`src/rtl/module_bin_bcd_if.sv`:
```
// Interface bundling the request side and the display-digit side of the
// binary-to-BCD converter.
//   binario  : unsigned value to convert (driven by requester)
//   inicio   : conversion request (driven by requester)
//   unidades, decenas, centenas, millares : registered BCD digits (driven by converter)
//   listo    : one-cycle pulse, digits just updated (driven by converter)
//   ocupado  : conversion in progress (driven by converter)
//   desborde : last accepted input exceeded 9999 (driven by converter)
interface module_bin_bcd_if #(
    parameter int W_BIN = 14
);
    logic [W_BIN-1:0] binario;
    logic             inicio;
    logic [3:0]       unidades;
    logic [3:0]       decenas;
    logic [3:0]       centenas;
    logic [3:0]       millares;
    logic             listo;
    logic             ocupado;
    logic             desborde;

    modport master (
        output binario, inicio,
        input  unidades, decenas, centenas, millares, listo, ocupado, desborde
    );

    modport slave (
        input  binario, inicio,
        output unidades, decenas, centenas, millares, listo, ocupado, desborde
    );
endinterface

```
`src/rtl/module_bin_bcd.sv`:
```
// Sequential binary-to-BCD converter using shift-and-add-3 (double dabble).
// One binary word is accepted per inicio request while idle and converted over
// W_BIN shift cycles; the digit outputs update together one cycle later with a
// single-cycle listo pulse. Inputs above 9999 saturate the display to 9999 and
// raise desborde.
// Ports:
//   clk  : clock, rising edge
//   rst  : asynchronous active-high reset
//   bus  : module_bin_bcd_if.slave (binario/inicio in; digits, listo,
//          ocupado, desborde out)
module module_bin_bcd #(
    parameter int W_BIN = 14
) (
    input  logic             clk,
    input  logic             rst,
    module_bin_bcd_if.slave  bus
);
    // Shift register layout: {millares, centenas, decenas, unidades, binary}
    localparam int SW = 16 + W_BIN;

    typedef enum logic [1:0] {
        IDLE,
        DESPL,
        FIN
    } state_t;

    state_t          state_reg;
    state_t          state_next;
    logic [SW-1:0]   shift_reg;
    logic [SW-1:0]   adjusted;
    logic [3:0]      count_reg;
    logic            ovf_reg;
    logic            ovf_in;
    logic            last_shift;
    logic [3:0]      unidades_reg;
    logic [3:0]      decenas_reg;
    logic [3:0]      centenas_reg;
    logic [3:0]      millares_reg;
    logic            listo_reg;
    logic            desborde_reg;

    assign last_shift = (count_reg == 4'(W_BIN - 1));

    // Add-3 correction applied to every BCD nibble before each shift.
    assign adjusted[W_BIN-1:0] = shift_reg[W_BIN-1:0];
    generate
        for (genvar gi = 0; gi < 4; gi++) begin : g_add3
            logic [3:0] nibble;
            assign nibble = shift_reg[W_BIN + 4*gi +: 4];
            assign adjusted[W_BIN + 4*gi +: 4] = (nibble >= 4'd5) ? nibble + 4'd3 : nibble;
        end
    endgenerate

    // Only a 14-bit input can exceed 9999; narrower inputs never overflow.
    generate
        if (W_BIN >= 14) begin : g_ovf
            assign ovf_in = (bus.binario > W_BIN'(9999));
        end else begin : g_no_ovf
            assign ovf_in = 1'b0;
        end
    endgenerate

    always_ff @(posedge clk or posedge rst) begin
        if (rst) begin
            state_reg <= IDLE;
        end else begin
            state_reg <= state_next;
        end
    end

    always_comb begin
        state_next = state_reg;
        case (state_reg)
            IDLE:    if (bus.inicio) state_next = DESPL;
            DESPL:   if (last_shift) state_next = FIN;
            FIN:     state_next = IDLE;
            default: state_next = IDLE;
        endcase
    end

    always_ff @(posedge clk or posedge rst) begin
        if (rst) begin
            shift_reg    <= '0;
            count_reg    <= '0;
            ovf_reg      <= 1'b0;
            unidades_reg <= 4'd0;
            decenas_reg  <= 4'd0;
            centenas_reg <= 4'd0;
            millares_reg <= 4'd0;
            listo_reg    <= 1'b0;
            desborde_reg <= 1'b0;
        end else begin
            // listo is high only on the cycle right after the FIN edge.
            listo_reg <= 1'b0;
            case (state_reg)
                IDLE: begin
                    if (bus.inicio) begin
                        shift_reg <= {16'd0, bus.binario};
                        count_reg <= 4'd0;
                        ovf_reg   <= ovf_in;
                    end
                end
                DESPL: begin
                    shift_reg <= adjusted << 1;
                    count_reg <= count_reg + 4'd1;
                end
                FIN: begin
                    // An overflowing input leaves garbage in the nibbles; show 9999.
                    if (ovf_reg) begin
                        unidades_reg <= 4'd9;
                        decenas_reg  <= 4'd9;
                        centenas_reg <= 4'd9;
                        millares_reg <= 4'd9;
                    end else begin
                        unidades_reg <= shift_reg[W_BIN      +: 4];
                        decenas_reg  <= shift_reg[W_BIN + 4  +: 4];
                        centenas_reg <= shift_reg[W_BIN + 8  +: 4];
                        millares_reg <= shift_reg[W_BIN + 12 +: 4];
                    end
                    desborde_reg <= ovf_reg;
                    listo_reg    <= 1'b1;
                end
                default: ;
            endcase
        end
    end

    assign bus.unidades = unidades_reg;
    assign bus.decenas  = decenas_reg;
    assign bus.centenas = centenas_reg;
    assign bus.millares = millares_reg;
    assign bus.listo    = listo_reg;
    assign bus.desborde = desborde_reg;
    assign bus.ocupado  = (state_reg != IDLE);
endmodule

```
`src/flat_wrapper.sv`:
```
// flat-port wrapper written by rule: the top's interface ports become plain ports
module module_bin_bcd_flat 
#(
    parameter int W_BIN = 14
)
  (clk, rst, bus_binario, bus_inicio, bus_unidades, bus_decenas, bus_centenas, bus_millares, bus_listo, bus_ocupado, bus_desborde);
  module_bin_bcd_if #(.W_BIN(W_BIN)) bus_i ();
  input  logic clk;
  input  logic rst;
  input wire logic [$bits(bus_i.binario)-1:0] bus_binario;
  input wire logic [$bits(bus_i.inicio)-1:0] bus_inicio;
  output wire logic [$bits(bus_i.unidades)-1:0] bus_unidades;
  output wire logic [$bits(bus_i.decenas)-1:0] bus_decenas;
  output wire logic [$bits(bus_i.centenas)-1:0] bus_centenas;
  output wire logic [$bits(bus_i.millares)-1:0] bus_millares;
  output wire logic [$bits(bus_i.listo)-1:0] bus_listo;
  output wire logic [$bits(bus_i.ocupado)-1:0] bus_ocupado;
  output wire logic [$bits(bus_i.desborde)-1:0] bus_desborde;
  assign bus_i.binario = bus_binario;
  assign bus_i.inicio = bus_inicio;
  assign bus_unidades = bus_i.unidades;
  assign bus_decenas = bus_i.decenas;
  assign bus_centenas = bus_i.centenas;
  assign bus_millares = bus_i.millares;
  assign bus_listo = bus_i.listo;
  assign bus_ocupado = bus_i.ocupado;
  assign bus_desborde = bus_i.desborde;
  module_bin_bcd #(.W_BIN(W_BIN)) u_core (.clk(clk), .rst(rst), .bus(bus_i));
endmodule
```
`config.mk`:
```
export PLATFORM = sky130hd
export DESIGN_NAME = module_bin_bcd_flat
export DESIGN_NICKNAME = d
export VERILOG_FILES = /design/src/rtl/module_bin_bcd_if.sv /design/src/rtl/module_bin_bcd.sv /design/src/flat_wrapper.sv
export SDC_FILE = /design/constraint.sdc
export NUM_CORES = 1
export LEC_CHECK = 0
export ABC_AREA = 1
export ABC_CLOCK_PERIOD_IN_PS = 1700
export BUFFER_PORTS_ARGS = -buffer_cell sky130_fd_sc_hd__buf_2
export CELL_PAD_IN_SITES_DETAIL_PLACEMENT = 1
export CELL_PAD_IN_SITES_GLOBAL_PLACEMENT = 1
export CORE_UTILIZATION = 43
export DETAILED_ROUTE_END_ITERATION = 8
export PLACE_DENSITY_LB_ADDON = 0.1
export SLEW_MARGIN = 20
export SYNTH_ARGS = -nofsm -noshare
export SYNTH_HDL_FRONTEND = slang
export SYNTH_SLANG_ARGS = --single-unit
export TNS_END_PERCENT = 100
```
`constraint.sdc`:
```
create_clock -name clk -period 1.7 [get_ports clk]
set_input_delay 0 -clock clk [delete_from_list [all_inputs] [get_ports clk]]
set_output_delay 0 -clock clk [all_outputs]
set_load 0.05 [all_outputs]
```
==> After elaboration in Yosys (flattened, before gate mapping) <==
Cells that the tools add are included.
{ "totals": {"register_bits": 55, "latchBits": 0, "mem_bits_rw": 0, "romBits": 0, "input_bits": 17, "output_inout_bits": 19, "memories": 0} }
{ "op_classes": {"n_addsub": 5, "n_mul": 0, "div_mod_pow": 0, "magnitude_cmp": 5, "eq_ne": 5, "shift": 0, "muxes": 16, "n_bitwise": 0, "n_reduce_logical": 6} }
{ "ops": {"columns": ["operator", "n"], "rows": [
  ["case mux 30 bit (2 select lines)", 1],
  ["2-to-1 mux 4 bit", 8],
  ["2-to-1 mux 30 bit", 1],
  ["greater-or-equal comparator 4 x 3 -> 1 bit (second input constant)", 4],
  ["> comparator 14 bit (second input constant)", 1],
  ["adder 4 x 2 -> 4 bit (second input constant)", 3],
  ["case mux 4 bit (2 select lines)", 1],
  ["AND reduction 2 bit", 3],
  ["adder 4 x 1 -> 4 bit (second input constant)", 1],
  ["equality test 4 bit (second input constant)", 1],
  ["2-to-1 mux 2 bit", 2],
  ["case mux 2 bit (2 select lines)", 1],
  ["nonzero test 2 bit", 2],
  ["adder 3 x 2 -> 3 bit (second input constant)", 1],
  ["2-to-1 mux 3 bit", 1],
  ["equality test 2 x 1 -> 1 bit (second input constant)", 1],
  ["equality test 2 bit (second input constant)", 1],
  ["logical NOT 2 bit", 1],
  ["!= test 2 x 1 -> 1 bit (second input constant)", 1],
  ["!= test 2 bit (second input constant)", 1],
  ["2-to-1 mux 1 bit", 1]
]} }

==> Depth between registers and ports, before layout <==
Gate-level depths: netlist of run 1.
{ "logic_depth": {"word_depth": 3, "mapped_depth": 8, "depth_no_buf": 8} }

==> Least setup slack after synthesis of run 1 <==
OpenSTA, ideal clock, no wires.
{ "synth_path": {"kind": "flip-flop to flip-flop", "from": "reg u_core.shift_reg[23]", "to": "reg u_core.shift_reg[26]", "t_arrival_ns": 1.029, "required_ns": 1.576, "slack_ns": 0.547, "stages_incl_launch_ff": 8, "path_buffers": 0, "synth_period_minus_slack_ns": 1.153, "cell_sequence": "dfrtp_1 inv_1 ha_1 inv_1 nand2_1 nand3_1 nand2_1 o21bai_2"} }
{ "synth_via": {"elab_chain_cells": 3, "elab_cells_between_ends": 4, "classes_between": "add/sub: 1; order compare: 1; mux: 2"} }
{ "synth_lines": {"columns": ["element", "line_no", "source"], "rows": [
  ["from (decl)", "module_bin_bcd.sv:29", "logic [SW-1:0] shift_reg;"],
  ["from (signal assigned)", "module_bin_bcd.sv:98", "shift_reg <= {16'd0, bus.binario};"],
  ["from (signal assigned)", "module_bin_bcd.sv:104", "shift_reg <= adjusted << 1;"],
  ["adder 4 x 2 -> 4 bit or greater-or-equal comparator 4 x 3 -> 1 bit (tied branches)", "module_bin_bcd.sv:50", "assign adjusted[W_BIN + 4*gi +: 4] = (nibble >= 4'd5) ? nibble + 4'd3 : nibble;"],
  ["2-to-1 mux 4 bit (*)", "module_bin_bcd.sv:50", null],
  ["case mux 30 bit (2 select lines) (*)", "module_bin_bcd.sv:95", "case (state_reg)"]
]} }
Mark *: on every way between the ends. The rest lies on a longest branch, timed or not.
A chain may end at the register's enable or synchronous reset.

==> Worst setup path in the final report of run 1 <==
{ "layout_path": {"from": "reg u_core.shift_reg[22]", "to": "reg u_core.shift_reg[24]"} }
Same word-level chain as after synthesis.

==> flow_summary.toml, run 1 <==
[cells_and_area]
largest_register_ffs = 30
antenna_cells = 0
instances_no_fill = 445
area_delta_synth_final_pct = 18.6
drive_above_1_share = 0.186
fin_nets = 397
fin_area_sq_mm = 0.00318

[power]
leakage_nw = 1.66
max-vdd-ir-drop_mv = 0.823
powerDensity_mw_per_mm2 = 1840

[worst_setup_path]
cp_max_fo = 5
r2r-end = "u_core.shift_reg[24]$_DFFE_PP0P_"
reg2reg_setup_slack_ns = 0.32
timing.rr.start = "u_core.shift_reg[22]$_DFFE_PP0P_"
crit_arrival_ns = 1.58
worstPathCellList = "inv_1 > ha_1 > inv_1 > nand2_1 > nand3_1 > nand2_1 > nand3_1 > nand2_1"
worstRegToRegCells = 8
cp_top_family = "flip-flops"
cp.required_ns = 1.90
start_kind = "register"
crit_slowest_cell = "dfrtp_1"
crit_top_cell = "nand2_1"
cp_num_buf_inv = 2
crit_type = "register to register"
end_kind = "register"
max_stage_delay_ns = 0.44

[detailed_routing]
dr_total_vias = 2287
drtAntennaViolNets = 0
via_per_inst = 5.14
firstDrtPassIters = 4
drc = 0
wl_mm = 6.24
drt_first_iter_violations = 151
avgRoutedWirePerCell_microns = 14.0

[clocking]
cts_made_buffers = 5
cts_resized = 0
clock_latency_ns = 0.31
cts_tree = "done"
post_cts_buffers = 0
clock-sinks = 55
htreeDepth = 2
root_buffer = "clkbuf_8"
cts.clk_slew.worst_paths_ns = 0.09
cts_buffer_depth = 2

[min_path]
hold_class = "input port to register"
hold_start = "bus_binario[13]"
holdPathStages = 5
min_to = "u_core.ovf_reg$_DFFE_PP0P_"

[place]
dp_hpwl_mm = 4.25
place_area_sq_mm = 0.00295
dp.cells = 424
port_buffers = 35
gp_congestion = 0.756

[timing]
setup-tns-final_ns = 0
worst_clock_skew_ns = 0.00956
grt_setup_unrepaired = "false"
max_freq_ghz = 0.725
finalCritPeriodShare = 0.811
min_period_ns = 1.38
final-max-slew-violation-count = 0
setup_violations = 0
max_slew_margin = 0.749
final-hold-violation-count = 0
tightestPinTransition_ns = 0.374

[synthesis]
synth_cells = 316
synth-main-ff-cell = "dfrtp_1"
ys_seq_area_frac = 0.514
async_reset_ff_frac = 1.00
syn_area_sq_mm = 0.00268
netlist_top_cells_count = "nand2_1, dfrtp_1, nand3_1"
syn_avg_cell_area_sq_um = 8.48
yosysTopAreaCell = "dfrtp_1"
synth_top_area_share = 0.514
synth_edf_count = 0
yosysWarnings = 0
synth_cell_types = 25
synth_most_common_cell = "nand2_1"
ys_seq_elements = 55
synthTopCellsByArea = "dfrtp_1, nand2_1, nand3_1"
synth_nets = 343

[floorplanning]
fp.dieArea_sq_mm = 0.00655
design.core.area_sq_mm = 0.00596
io_pins = 36
die_x_microns = 80.9
start_util = 0.450
rows = 28
die_h_microns = 80.9

[global_route]
grt_pass1_vias = 2260
grt_pass1_wl_mm = 10.7
grt_max_degree = 56
antenna_found_initial = 0
grt_usage = 0.214
grt.overflow.total = 0

[run]
drv_cap = 0

[outcome]
status = "finished, final reports clean"
repair_timing:
item / in CTS / in global routing
hold buffers: 14 / 0
endpoints found under the setup margin: 0 / 0
hold endpoints to repair: 69 / 0
power by group:
part	leakage, nW	internal [mW]	switching [mW]
Combinational	0.951	0.909	1.95
Sequential	0.664	1.85	0.404
Clock	0.0470	0.321	0.413
kinds of logic (layout without fill, tap and decap cells):
kind of cell             after synthesis  count (layout)  share of synthesized area
adder cells (fa/ha/maj)               10              10                     0.0467
flip-flops                            55              55                      0.514
AND/OR/NAND/NOR                      170             170                      0.274
buffers and inverters                 42              96                     0.0710
AO/OA/AOI/OAI                         39              39                     0.0944
stage by stage:
step / util / setup WS, ns / total power, mW / hold slack [ns]
6_report: 0.534 / 0.320 / 5.85 / 0.0565
5_1_grt: 0.534 / 0.228 / 6.38 / 0.0707
2_1_floorplan: - / 0.357 / 4.43 / 0.110
3_3_place_gp: 0.495 / 0.405 / 5.01 / 0.0805
4_1_cts: 0.534 / 0.324 / 5.91 / 0.0375
3_5_place_dp: 0.495 / 0.342 / 5.13 / 0.0859
routing by layer:
layer  vias to the layer above  wire, microns  track usage
li1                       1121              -            -
met1                      1123           2950        0.281
met2                        38           3060        0.368
met3                         5            180       0.0382
met4                         0             53       0.0429
met5                         -              0            0
worst max path at each step:
stage	from	end	slack [ns]	depth (start not counted)
2_1_floorplan	rst	u_core.bus.centenas[0]$_DFFE_PP0P_	0.36	1
3_3_place_gp	u_core.shift_reg[18]$_DFFE_PP0P_	u_core.shift_reg[20]$_DFFE_PP0P_	0.40	8
3_5_place_dp	u_core.shift_reg[22]$_DFFE_PP0P_	u_core.shift_reg[24]$_DFFE_PP0P_	0.34	8
5_1_grt	u_core.shift_reg[18]$_DFFE_PP0P_	u_core.shift_reg[20]$_DFFE_PP0P_	0.23	8
4_1_cts	u_core.shift_reg[22]$_DFFE_PP0P_	u_core.shift_reg[24]$_DFFE_PP0P_	0.32	8
6_report	u_core.shift_reg[22]$_DFFE_PP0P_	u_core.shift_reg[24]$_DFFE_PP0P_	0.32	8
worst register-to-register path: cells and delay by family, from the launching register on:
family | cells | cell delay (ns)
flip-flops | 1 | 0.44
buffers and inverters | 2 | 0.18
AND/OR/NAND/NOR | 5 | 0.43
adder cells (fa/ha/maj) | 1 | 0.22
cells in the final DEF (no fill, tap or decap):
master	netlist	layout
a21oi_1	10	10
a21oi_2	1	1
buf_12	0	2
buf_2	0	35
buf_4	4	2
clkbuf_8	0	6
clkinv_2	0	1
dfrtp_1	55	55
dlygate4sd3_1	0	14
ha_1	10	10
inv_1	29	28
inv_2	6	7
inv_4	1	1
nand2_1	107	107
nand2_2	1	1
nand2_4	1	1
nand3_1	33	33
nand3_2	1	1
nand4_1	9	9
nor2_1	17	17
nor2_8	1	1
o211ai_1	1	1
o21ai_0	9	9
o21ai_1	6	6
o21ai_2	8	8
o21ai_4	1	1
o21bai_1	1	1
o21bai_2	1	1
o22ai_1	1	1
cell type report:
type	count	area (sq um)
clock inverters	1	5.00
clock buffers	6	82.6
flip-flops and latches	55	1380
inverters	36	138
well taps	75	93.8
repair buffers	53	370
fillers	745	2780
multi-input cells	219	1110
Note: power is estimated with default switching activity, not from simulation.
==> run 2, diff against run 1 <==
--- a/config.mk
+++ b/config.mk
@@ -6,7 +6,7 @@
 export NUM_CORES = 1
 export LEC_CHECK = 0
 export ABC_AREA = 1
-export ABC_CLOCK_PERIOD_IN_PS = 1700
+export ABC_CLOCK_PERIOD_IN_PS = 1300
 export BUFFER_PORTS_ARGS = -buffer_cell sky130_fd_sc_hd__buf_2
 export CELL_PAD_IN_SITES_DETAIL_PLACEMENT = 1
 export CELL_PAD_IN_SITES_GLOBAL_PLACEMENT = 1
==> constraint.sdc (replaced) <==
create_clock -name clk -period 1.3 [get_ports clk]
set_input_delay 0 -clock clk [delete_from_list [all_inputs] [get_ports clk]]
set_output_delay 0 -clock clk [all_outputs]
set_load 0.05 [all_outputs]
==> flow_summary.toml, run 2 (synthesized netlist as in run 1, its figures left out) <==
[timing]
grt_setup_unrepaired = "true"
finalCritPeriodShare = 1.01
final-max-slew-violation-count = 0
final-hold-violation-count = 0
setup-tns-final_ns = -0.00980
tightestPinTransition_ns = 0.368
max_slew_margin = 0.754
setup_violations = 2
worst_slack_ns = -0.00913
min_period_ns = 1.31
worst_clock_skew_ns = 0.00459
max_freq_ghz = 0.764

[cells_and_area]
num-fill-cells = 725
largest_register_ffs = 30
area_delta_synth_final_pct = 25.3
instances_no_fill = 458
fin_nets = 409
antenna_cells = 0
drive_above_1_share = 0.251
layout_commonest_cell = "nand2_1"
mostFrequentLayoutCells = "nand2_1, dfrtp_1, buf_2"
post-route-util = 0.564

[place]
port_buffers = 35
dp.cells = 432
gp_congestion = 0.773
dp_hpwl_mm = 4.61

[clocking]
htreeDepth = 2
clock-sinks = 55
cts_tree = "done"
root_buffer = "clkbuf_8"
cts_made_buffers = 5
cts.clk_slew.worst_paths_ns = 0.10
clock_latency_ns = 0.32
cts_buffer_depth = 2

[power]
seq_power_share = 0.352
clkPwrFrac = 0.144
power.internal_mw = 4.52
swShare = 0.461
max-vdd-ir-drop_mv = 1.23
powerDensity_mw_per_mm2 = 2500
switching_power_mw = 3.86
combinationalPowerShare = 0.504
leakage_nw = 1.74
total_power_mw = 8.38

[detailed_routing]
dr_total_vias = 2330
drtAntennaViolNets = 0
drc = 0
drt_first_iter_violations = 105
firstDrtPassIters = 4
via_per_inst = 5.09
avgRoutedWirePerCell_microns = 14.8
wl_mm = 6.77

[worst_setup_path]
cp.required_ns = 1.52
end_kind = "register"
cp_top_family = "flip-flops"
max_stage_delay_ns = 0.42
cp_max_fo = 4
crit_slowest_cell = "dfrtp_1"
worstPathCellList = "inv_1 > ha_1 > inv_1 > nand2_1 > nand4_1 > nand3_1 > nand2_1"
start_kind = "register"
cp_num_buf_inv = 2
crit_arrival_ns = 1.53
crit_type = "register to register"

[floorplanning]
rows = 28
design.core.area_sq_mm = 0.00596
io_pins = 36
die_h_microns = 80.9
start_util = 0.450
fp.dieArea_sq_mm = 0.00655
die_x_microns = 80.9

[global_route]
grt_max_degree = 29
grt_pass1_vias = 2321
grt_pass1_wl_mm = 11.1
antenna_found_initial = 0
grt.overflow.total = 0
grt_usage = 0.225

[outcome]
violations = "negative setup slack"
status = "finished with violations"

[min_path]
hold_class = "input port to register"

[run]
drv_cap = 0
## run 2: cell count changes in the layout (fill, tap and decap cells not counted), moves of 2 or more
cell,delta
inv_1,-5
nand2_2,+4
inv_2,+2
inv_4,+2
nand2_1,-4
buf_4,+11
nand3_1,-3
nand3_2,+2
## run 2: tightest hold or removal path, stage by stage
cell and delay (ns):
buf_2 0.09, inv_1 0.08, nor2_2 0.06, nand2_1 0.06, nand2_1 0.04
## run 2: routing by layer
metal  wire length (microns)  track usage  share of wire  vias to the layer above
met4                     107       0.0643          0.016                        0
li1                        -            -              -                     1148
met1                    3060        0.289           0.45                     1131
met2                    3450        0.397           0.51                       42
met3                     154       0.0270          0.023                        9
met5                       0            0              0                        -
## run 2: final cells by class
cell class	count	area [sq um]	area share
Tap cell	75	93.8	0.0280
Clock inverter	2	35.0	0.0104
Sequential cell	55	1380	0.410
Multi-Input combinational cell	219	1150	0.343
Timing Repair Buffer	65	473	0.141
Clock buffer	6	82.6	0.0246
Inverter	36	146	0.0436
## run 2: metrics by stage
stage               cell area (sq um)  setup slack, ns  hold slack [ns]
global route                     3360          -0.0809           0.0602
global placement                 3030           0.0531            0.120
CTS                              3300         0.000950           0.0434
finish                           3360         -0.00913           0.0481
detailed placement               3030          0.00371            0.126
floorplan                        2680            0.147           0.0741
## run 2: power by group through the flow
| stage | logic (mW) | clock network [mW] | registers (mW) |
|---|---|---|---|
| floorplan | 2.26 | 0 | 3.54 |
| global placement | 3.83 | 0 | 2.94 |
| detailed placement | 3.98 | 0 | 2.98 |
| CTS | 4.08 | 1.22 | 2.94 |
| global route | 4.72 | 1.27 | 3.05 |
| finish | 4.22 | 1.20 | 2.95 |
## run 2: worst paths after layout
kind | startpoint | slack (ns) | cells after the start | end
worst min register to register | u_core.bus.unidades[2]$_DFFE_PP0P_ | 0.49 | 2 | u_core.bus.unidades[2]$_DFFE_PP0P_
worst max-delay path | u_core.shift_reg[18]$_DFFE_PP0P_ | -0.009 | 7 | u_core.shift_reg[20]$_DFFE_PP0P_
worst max register to register | u_core.shift_reg[18]$_DFFE_PP0P_ | -0.009 | 7 | u_core.shift_reg[20]$_DFFE_PP0P_
max in group asynchronous | rst | 0.71 | 4 | u_core.shift_reg[16]$_DFFE_PP0P_
min in group asynchronous | rst | 0.31 | 4 | u_core.state_reg[1]$_DFFE_PP0P_
worst min-delay path | bus_binario[13] | 0.05 | 5 | u_core.ovf_reg$_DFFE_PP0P_
## run 2: what timing repair did
item,CTS,global route
hold endpoints to repair,69,0
hold buffers,14,0
pin swaps,0,1
buffers inserted,1,3
endpoints found under the setup margin,3,23
resized for setup,1,16
==> run 3, diff against run 2 <==
--- a/config.mk
+++ b/config.mk
@@ -6,11 +6,11 @@
 export NUM_CORES = 1
 export LEC_CHECK = 0
 export ABC_AREA = 1
-export ABC_CLOCK_PERIOD_IN_PS = 1300
+export ABC_CLOCK_PERIOD_IN_PS = 1550
 export BUFFER_PORTS_ARGS = -buffer_cell sky130_fd_sc_hd__buf_2
 export CELL_PAD_IN_SITES_DETAIL_PLACEMENT = 1
 export CELL_PAD_IN_SITES_GLOBAL_PLACEMENT = 1
-export CORE_UTILIZATION = 43
+export CORE_UTILIZATION = 46
 export DETAILED_ROUTE_END_ITERATION = 8
 export PLACE_DENSITY_LB_ADDON = 0.1
 export SLEW_MARGIN = 20
==> constraint.sdc (replaced) <==
create_clock -name clk -period 1.55 [get_ports clk]
set_input_delay 0 -clock clk [delete_from_list [all_inputs] [get_ports clk]]
set_output_delay 0 -clock clk [all_outputs]
set_load 0.05 [all_outputs]
==> flow_summary.toml, run 3 (synthesized netlist as in run 1, its figures left out) <==
[place]
gp_congestion = 0.744
port_buffers = 35
dp_hpwl_mm = 4.35
dp.cells = 422

[worst_setup_path]
worstPathCellList = "inv_1 > ha_1 > inv_1 > nand2_1 > nand3_1 > nand2_1 > o21bai_2"
crit_type = "register to register"
start_kind = "register"
cp_num_buf_inv = 2
cp.required_ns = 1.76
max_stage_delay_ns = 0.40
crit_slowest_cell = "dfrtp_1"
cp_max_fo = 5
cp_top_family = "flip-flops"
crit_arrival_ns = 1.57
end_kind = "register"

[detailed_routing]
firstDrtPassIters = 4
dr_total_vias = 2306
via_per_inst = 5.19
avgRoutedWirePerCell_microns = 14.7
drc = 0
drt_first_iter_violations = 124
wl_mm = 6.52
drtAntennaViolNets = 0

[global_route]
grt.overflow.total = 0
grt_usage = 0.236
grt_pass1_wl_mm = 11.2
grt_pass1_vias = 2441
antenna_found_initial = 0
grt_max_degree = 56

[floorplanning]
design.core.area_sq_mm = 0.00557
start_util = 0.481
die_x_microns = 78.3
die_h_microns = 78.3
io_pins = 36
fp.dieArea_sq_mm = 0.00613
rows = 27

[timing]
final-max-slew-violation-count = 0
worst_clock_skew_ns = 0.00699
setup-tns-final_ns = 0
tightestPinTransition_ns = 0.299
worst_hold_slack_ns = 0.0235
setup_violations = 0
max_freq_ghz = 0.736
grt_setup_unrepaired = "false"
max_slew_margin = 0.800
min_period_ns = 1.36
finalCritPeriodShare = 0.877
final-hold-violation-count = 0

[power]
max-vdd-ir-drop_mv = 1.12
leakage_nw = 1.69
powerDensity_mw_per_mm2 = 2100

[cells_and_area]
largest_register_ffs = 30
drive_above_1_share = 0.191
mostFrequentLayoutCells = "nand2_1, dfrtp_1, buf_2"
instances_no_fill = 444
layout_commonest_cell = "nand2_1"
post-route-util = 0.582
regArea_sq_mm = 0.00138
area_delta_synth_final_pct = 21.1
num-fill-cells = 687
antenna_cells = 0
multi_input_area_sq_mm = 0.00111
fin_nets = 398

[clocking]
clock-sinks = 55
cts_made_buffers = 5
cts.clk_slew.worst_paths_ns = 0.10
cts_buffer_depth = 2
cts_tree = "done"
clock_latency_ns = 0.31
htreeDepth = 2
cts_resized = 0
post_cts_buffers = 0
root_buffer = "clkbuf_8"
hold_buffers = 14

[outcome]
status = "finished, final reports clean"

[run]
drv_cap = 0

[min_path]
hold_class = "input port to register"
-- run 3: changes by cell type in the layout (fill, tap and decap cells not counted), moves of 2 or more --
| cell | delta |
|---|---|
| inv_1 | +5 |
| nand3_1 | +3 |
| nand2_1 | +4 |
| nand2_2 | -4 |
| buf_4 | -11 |
| inv_2 | -2 |
| inv_4 | -2 |
| nand3_2 | -2 |
-- run 3: worst reg2reg max path: stages (launching register included) --
cell and delay, ns:
dfrtp_1 0.40, inv_1 0.16, ha_1 0.19, inv_1 0.05, nand2_1 0.12, nand3_1 0.15, nand2_1 0.12, o21bai_2 0.07
-- run 3: final timing paths --
path | start | depth (start not counted) | end | slack, ns
worst max-delay path | u_core.shift_reg[23]$_DFFE_PP0P_ | 7 | u_core.shift_reg[26]$_DFFE_PP0P_ | 0.19
worst min-delay path | bus_binario[13] | 5 | u_core.ovf_reg$_DFFE_PP0P_ | 0.02
worst max register to register | u_core.shift_reg[23]$_DFFE_PP0P_ | 7 | u_core.shift_reg[26]$_DFFE_PP0P_ | 0.19
worst min register to register | u_core.bus.millares[1]$_DFFE_PP0P_ | 2 | u_core.bus.millares[1]$_DFFE_PP0P_ | 0.49
max in group asynchronous | rst | 4 | u_core.state_reg[1]$_DFFE_PP0P_ | 1.00
min in group asynchronous | rst | 4 | u_core.shift_reg[6]$_DFFE_PP0P_ | 0.31
-- run 3: final cells by class --
class	count	area share
clock buffers	5	0.0212
clock inverters	3	0.0208
inverters	36	0.0424
multi-input cells	219	0.343
flip-flops and latches	55	0.424
well taps	72	0.0278
repair buffers	54	0.120
-- run 3: metal layers --
layer  wire length [microns]  track usage  share of wire  vias to the layer above
li1                        -            -              -                     1124
met1                    2930        0.294           0.45                     1139
met2                    3390        0.425           0.52                       38
met3                     146       0.0314          0.022                        5
met4                      63       0.0704         0.0097                        0
met5                       0            0              0                        -
-- run 3: per-stage QoR --
stage                     power [mW]  instance area (sq um)  worst slack [ns]
after floorplan                 4.86                   2680             0.207
after global placement          5.52                   2970             0.285
after detailed placement        5.69                   2970             0.206
after CTS                       6.88                   3240             0.181
after global routing            7.35                   3240            0.0416
final                           6.82                   3240             0.191
-- run 3: report_power, final --
group | total, mW | internal (mW) | switching [mW] | leakage [nW]
Combinational | 3.23 | 1.04 | 2.19 | 0.958
Clock | 1.13 | 0.644 | 0.485 | 0.0644
Sequential | 2.47 | 2.03 | 0.435 | 0.664
